**config.mk**
```make
export PLATFORM = sky130hd
export DESIGN_NAME = multi_debouncer
export DESIGN_NICKNAME = d
export VERILOG_FILES = /design/src/rtl/multi_debouncer_pkg.sv /design/src/rtl/multi_debouncer_channel.sv /design/src/rtl/multi_debouncer.sv
export SDC_FILE = /design/constraint.sdc
export NUM_CORES = 1
export LEC_CHECK = 0
export BUFFER_PORTS_ARGS = -buffer_cell sky130_fd_sc_hd__buf_2
export CORE_MARGIN = 2
export CORE_UTILIZATION = 63
export DETAILED_ROUTE_END_ITERATION = 8
export GPL_ROUTABILITY_DRIVEN = 1
export PLACE_DENSITY_LB_ADDON = 0.3
export SLEW_MARGIN = 20
export SYNTH_ARGS = -nofsm -noshare
export SYNTH_HDL_FRONTEND = slang
export SYNTH_SLANG_ARGS = --single-unit
export TNS_END_PERCENT = 100
```
**constraint.sdc**
```tcl
create_clock -name clk -period 8.6 [get_ports clk]
set_clock_uncertainty 0.2 [all_clocks]
set_input_delay 0.43 -clock clk [delete_from_list [all_inputs] [get_ports clk]]
set_output_delay 0.43 -clock clk [all_outputs]
set_load 0.005 [all_outputs]
```
**src/rtl/multi_debouncer_pkg.sv**
```systemverilog
// ============================================================================
// Module   : multi_debouncer_pkg
// Purpose  : Default timing constants and a sizing helper for multi_debouncer.
// Revision : 1.0
// ============================================================================
`default_nettype none

package multi_debouncer_pkg;

    localparam int DEBOUNCE_CYCLES_100MHZ = 65535;
    localparam int HOLD_1S_100MHZ         = 100000000;
    localparam int REPEAT_200MS_100MHZ    = 20000000;

    // Bits needed to hold values 0..value-1.
    function automatic int clog2(input longint value);
        int     r;
        longint v;
        r = 0;
        v = value - 1;
        for (int i = 0; i < 63; i++) begin
            if (v > 0) begin
                r = r + 1;
                v = v >>> 1;
            end
        end
        return r;
    endfunction

endpackage

`default_nettype wire

```
**src/rtl/multi_debouncer_channel.sv**
```systemverilog
// ============================================================================
// Module   : debounce_channel
// Purpose  : One input: 2-flop synchroniser, debounce timer, press/release,
//            long-press and auto-repeat pulses.
// Revision : 1.0
// ============================================================================
`default_nettype none

module debounce_channel
    import multi_debouncer_pkg::*;
#(
    parameter int CNT_W           = 16,
    parameter int DEBOUNCE_CYCLES = DEBOUNCE_CYCLES_100MHZ,
    parameter int HOLD_W          = 27,
    parameter int HOLD_CYCLES     = HOLD_1S_100MHZ,
    parameter int REPEAT_CYCLES   = REPEAT_200MS_100MHZ,
    parameter int REPEAT_EN       = 1
) (
    input  logic clk,
    input  logic rst,
    input  logic i_switch,
    output logic o_state,
    output logic o_trans_up,
    output logic o_trans_dn,
    output logic o_long_press,
    output logic o_repeat_pulse
);

    localparam logic [CNT_W-1:0]  c_deb_last  = CNT_W'(DEBOUNCE_CYCLES - 1);
    localparam logic [HOLD_W-1:0] c_hold_last = HOLD_W'(HOLD_CYCLES - 1);
    localparam logic [HOLD_W-1:0] c_rep_last  = HOLD_W'(REPEAT_CYCLES - 1);
    localparam logic              c_rep_en    = (REPEAT_EN != 0);

    logic              r_sync0;
    logic              r_sync1;
    logic [CNT_W-1:0]  r_cnt;
    logic              r_state;
    logic              r_up;
    logic              r_dn;
    logic [HOLD_W-1:0] r_hold;
    logic              r_flag;
    logic              r_long;
    logic              r_rep;

    logic w_mismatch;
    logic w_toggle;
    logic w_release;

    assign w_mismatch = r_sync1 ^ r_state;
    assign w_toggle   = w_mismatch && (r_cnt == c_deb_last);
    assign w_release  = w_toggle && r_state;

    always_ff @(posedge clk or posedge rst) begin
        if (rst) begin
            r_sync0 <= 1'b0;
            r_sync1 <= 1'b0;
            r_cnt   <= '0;
            r_state <= 1'b0;
            r_up    <= 1'b0;
            r_dn    <= 1'b0;
        end else begin
            r_sync0 <= i_switch;
            r_sync1 <= r_sync0;
            r_up    <= 1'b0;
            r_dn    <= 1'b0;
            if (!w_mismatch) begin
                r_cnt <= '0;
            end else if (w_toggle) begin
                r_state <= ~r_state;
                r_cnt   <= '0;
                r_up    <= ~r_state;
                r_dn    <= r_state;
            end else begin
                r_cnt <= r_cnt + 1'b1;
            end
        end
    end

    // A release landing on a terminal count suppresses that pulse.
    always_ff @(posedge clk or posedge rst) begin
        if (rst) begin
            r_hold <= '0;
            r_flag <= 1'b0;
            r_long <= 1'b0;
            r_rep  <= 1'b0;
        end else begin
            r_long <= 1'b0;
            r_rep  <= 1'b0;
            if (!r_state || w_release) begin
                r_hold <= '0;
                r_flag <= 1'b0;
            end else if (!r_flag) begin
                if (r_hold == c_hold_last) begin
                    r_long <= 1'b1;
                    r_flag <= 1'b1;
                    r_hold <= '0;
                end else begin
                    r_hold <= r_hold + 1'b1;
                end
            end else if (c_rep_en) begin
                if (r_hold == c_rep_last) begin
                    r_rep  <= 1'b1;
                    r_hold <= '0;
                end else begin
                    r_hold <= r_hold + 1'b1;
                end
            end else begin
                r_hold <= '0;
            end
        end
    end

    assign o_state        = r_state;
    assign o_trans_up     = r_up;
    assign o_trans_dn     = r_dn;
    assign o_long_press   = r_long;
    assign o_repeat_pulse = r_rep;

endmodule

`default_nettype wire

```
**src/rtl/multi_debouncer.sv**
```systemverilog
// ============================================================================
// Module   : multi_debouncer
// Purpose  : N independent debounced channels with press/release, long-press
//            and auto-repeat pulses.
// Revision : 1.0
// ============================================================================
`default_nettype none

module multi_debouncer
    import multi_debouncer_pkg::*;
#(
    parameter int CHANNELS        = 5,
    parameter int CNT_W           = 16,
    parameter int DEBOUNCE_CYCLES = DEBOUNCE_CYCLES_100MHZ,
    parameter int HOLD_W          = 27,
    parameter int HOLD_CYCLES     = HOLD_1S_100MHZ,
    parameter int REPEAT_CYCLES   = REPEAT_200MS_100MHZ,
    parameter int REPEAT_EN       = 1
) (
    input  logic                clk,
    input  logic                rst,
    input  logic [CHANNELS-1:0] switch_input,
    output logic [CHANNELS-1:0] state,
    output logic [CHANNELS-1:0] trans_up,
    output logic [CHANNELS-1:0] trans_dn,
    output logic [CHANNELS-1:0] long_press,
    output logic [CHANNELS-1:0] repeat_pulse
);

    localparam longint c_cnt_max  = (longint'(1) << CNT_W) - 1;
    localparam longint c_hold_max = (longint'(1) << HOLD_W) - 1;

    if ((DEBOUNCE_CYCLES < 2) || (longint'(DEBOUNCE_CYCLES) > c_cnt_max)) begin : g_bad_debounce
        $error("DEBOUNCE_CYCLES out of range for CNT_W");
    end
    if ((HOLD_CYCLES < 2) || (longint'(HOLD_CYCLES) > c_hold_max)) begin : g_bad_hold
        $error("HOLD_CYCLES out of range for HOLD_W");
    end
    if ((REPEAT_CYCLES < 2) || (longint'(REPEAT_CYCLES) > c_hold_max)) begin : g_bad_repeat
        $error("REPEAT_CYCLES out of range for HOLD_W");
    end

    for (genvar i = 0; i < CHANNELS; i++) begin : g_ch
        debounce_channel #(
            .CNT_W           (CNT_W),
            .DEBOUNCE_CYCLES (DEBOUNCE_CYCLES),
            .HOLD_W          (HOLD_W),
            .HOLD_CYCLES     (HOLD_CYCLES),
            .REPEAT_CYCLES   (REPEAT_CYCLES),
            .REPEAT_EN       (REPEAT_EN)
        ) u_chan (
            .clk            (clk),
            .rst            (rst),
            .i_switch       (switch_input[i]),
            .o_state        (state[i]),
            .o_trans_up     (trans_up[i]),
            .o_trans_dn     (trans_dn[i]),
            .o_long_press   (long_press[i]),
            .o_repeat_pulse (repeat_pulse[i])
        );
    end

endmodule

`default_nettype wire
```
==> results.sh <==
export IMPL_outcome="finished, final reports clean"
export IMPL_crit_fanout=27
export IMPL_rsz0062_at_grt="no"
export IMPL_io_buffers=31
export IMPL_layout_cells_non_filler=1529
export IMPL_drtAntennaViolNets=0
export IMPL_die_h_um=143
export IMPL_startpoint_type="flip-flop"
export IMPL_die_w_um=143
export IMPL_grt_pass1_vias=8538
export IMPL_htree_num_levels=1
export IMPL_dpl_hpwl_um=13800
export IMPL_initial_core_util_pct=64.6
export IMPL_synth_cell_types=47
export IMPL_placed_area_mm2=0.0124
export IMPL_slowest_stage="a21o_1"
export IMPL_grtUsageTotal_pct=22.9
export IMPL_antenna_cells=0
export IMPL_wl_um=22200
export IMPL_power_density_mw_per_mm2=178
export IMPL_end_kind="flip-flop"
export IMPL_grt_ovfl_total=0
export IMPL_synth_top_cell_by_area="dfrtp_1"
export IMPL_wl_met3_um=687
export IMPL_cts_sinks=255
export IMPL_vdd_drop_max_mv=0.139
export IMPL_fin_crit_sh_pct=31.7
export IMPL_dr_pass1_iters=5
export IMPL_fp_dieArea_mm2=0.0204
export IMPL_ff2ff_path_depth=7
export IMPL_setup_violations_final=0
export IMPL_worstHoldPathCells=0
export IMPL_place_inst=1474
export IMPL_synth_edf_count=0
export IMPL_synthesis_nets=1250
export IMPL_netlist_area_mm2=0.0122
export IMPL_yosysSeqAreaShare_pct=52.4
export IMPL_num_rows=50
export IMPL_area_growth_pct=9.00
export IMPL_crit_cells=7
export IMPL_drt_initial_drc_count=467
export IMPL_via_count=8544
export IMPL_grt_pass1_wl_um=39300
export IMPL_hold_ws_ns=0.151
export IMPL_via_per_inst=5.59
export IMPL_numCtsBuffers=27
export IMPL_critPathBufInv=1
export IMPL_p_leak_nw=5.53
export IMPL_critPathTopFamily="compound AO/OA/AOI/OAI gates"
export IMPL_clk_path_buf_depth=3
export IMPL_hp_class="flip-flop to flip-flop"
export IMPL_ys_flop_type="dfrtp_1"
export IMPL_m1WireLength_um=10400
export IMPL_layout_common_cells="nor2_1 (267), dfrtp_1 (255), xor2_1 (116)"
export IMPL_largest_reg_flops=135
export IMPL_root_buffer="clkbuf_16"
export IMPL_synth_top_cells_by_area="dfrtp_1 (52%), xor2_1 (8.3%), nor2_1 (8.2%)"
export IMPL_wl_met2_um=10700
export IMPL_netlist_instances=1228
export IMPL_synth_seq_cells=255
export IMPL_max_freq_mhz=367
export IMPL_crit_type="flip-flop to flip-flop"
export IMPL_netlist_area_leader_share_pct=52.4
export IMPL_totalNegativeSetupSlack_ns=0
export IMPL_slew_violations=0
export IMPL_antenna_found_initial=0
export IMPL_nNetsFinal=1271
export IMPL_crit_arrival_ns=2.88
export IMPL_slew_headroom_pct=31.6
export IMPL_clk_pin_slew_ns=0.06
export IMPL_crit_chain="inv_1 > ha_1 > nand4_1 > or4_1 > o21ai_0 > a21o_1 > nor2_1"
export IMPL_hold_viol_final=0
export IMPL_cpPeakStageDelay_ns=0.67
export IMPL_drc=0
export IMPL_ys_async_sr_fraction_pct=100
export IMPL_fp_coreArea_mm2=0.0188
export IMPL_tightest_slew_ns=1.02
export IMPL_final_common_cell="nor2_1"
export IMPL_total_power_mw=2.37
export IMPL_worstSkewPairLatency_ns=0.52
export IMPL_max_cap_violations=0
export IMPL_pin_count=32
export IMPL_top_regs="g_ch.u_chan.r_hold x135, g_ch.u_chan.r_cnt x80"
export IMPL_regMostFlops="g_ch.u_chan.r_hold"
export IMPL_topRoutingLayerUsed="met4"
export IMPL_crit_required_ns=8.75
export IMPL_min_period_ns=2.72
export IMPL_yosys_warnings=0
export IMPL_place_congestion=0.875
export IMPL_wl_per_cell_um=14.5
export IMPL_grt_max_degree=115
export IMPL_cts_tree="yes"
export IMPL_syn_area_per_cell_um2=9.91
export IMPL_fin_area_mm2=0.0133
export IMPL_fill_cells=1417
export IMPL_drive_gt1_share_pct=7.41
power breakdown:
part	total, mW	leakage, nW	switching (mW)	internal, mW
clock network	1.10	0.421	0.461	0.640
registers	1.22	3.53	0.0102	1.21
logic	0.0468	1.58	0.0360	0.0108
total	2.37	5.53	0.508	1.86
cell type report:
cell class	instances	area [µm²]	area share [%]
clock buffers	36	749	5.65
clock inverters	13	95.1	0.717
inverters	23	93.8	0.707
multi-input cells	900	5370	40.4
flip-flops and latches	255	6380	48.1
well taps	260	325	2.45
repair buffers	42	256	1.93
worst register-to-register path, delay by kind of cell (launching register included):
kind	cells	cell delay, ns
simple gates	3	0.72
buf+inv	1	0.09
compound gates	2	0.97
flops	1	0.45
fa+ha+maj	1	0.14
routing by layer:
metal  vias up  track usage, %
met5         -               0
met4         0            5.52
met3        32            3.25
met2       151            38.4
met1      4171            31.8
li1       4190               -
stage by stage:
step                      setup WS [ns]  util (%)
after floorplan                   0.957         -
after global placement             5.99      65.6
after detailed placement           5.89      65.6
final                              5.88      70.5
after CTS                          5.85      70.4
after global routing               5.64      70.5
synth_stat cells, drive strengths merged (2+ instances only):
cell type and number:
nand2 81, a21o 3, or4b 2, xor2 116, nor4bb 3, nand4 64
and2 8, dfrtp 255, buf 39, nor4 17, and4 20, o21ai 9
nor2b 3, nor4b 4, nand2b 3, mux2 3, a21oi 5, clkbuf 11
o31a 2, nor3b 9, and3 29, nor3 37, xnor2 81, ha 15
inv 23, or3 9, nand4b 2, nor2 267, or4 9, nand3 81
o21bai 4, or2 4, o31ai 2
worst paths after layout:
kind                                                    from                             endpoint  slack, ns
min                         g_ch[3].u_chan.r_sync0$_DFF_PP0_     g_ch[3].u_chan.r_sync1$_DFF_PP0_       0.15
max                        g_ch[2].u_chan.r_cnt[0]$_DFF_PP0_  g_ch[2].u_chan.r_hold[26]$_DFF_PP0_       5.88
max in group asynchronous                                rst  g_ch[3].u_chan.r_hold[20]$_DFF_PP0_       6.50
max reg2reg                g_ch[2].u_chan.r_cnt[0]$_DFF_PP0_  g_ch[2].u_chan.r_hold[26]$_DFF_PP0_       5.88
min reg2reg                 g_ch[3].u_chan.r_sync0$_DFF_PP0_     g_ch[3].u_chan.r_sync1$_DFF_PP0_       0.15
min in group asynchronous                                rst   g_ch[0].u_chan.r_cnt[11]$_DFF_PP0_       0.35
cells by family after synthesis:
| kind of cell | count (synthesis) | synth area share, % |
|---|---|---|
| AOI/OAI and AO/OA | 30 | 1.75 |
| DFF | 255 | 52.4 |
| adders and majority gates | 15 | 1.54 |
| muxes | 3 | 0.278 |
| xor gates and xnor gates | 197 | 14.2 |
| and+or+nand+nor | 655 | 26.3 |
| buffers and inverters | 73 | 3.48 |
timing repair:
action | 4_1_cts | 5_1_grt
hold buffers | 6 | 0
resized for setup | 0 | 0
endpoints found under the setup margin | 0 | 0
setup buffers | 0 | 0
endpoints found under the hold margin | 117 | 0
Power figures use the tool's default switching activity.
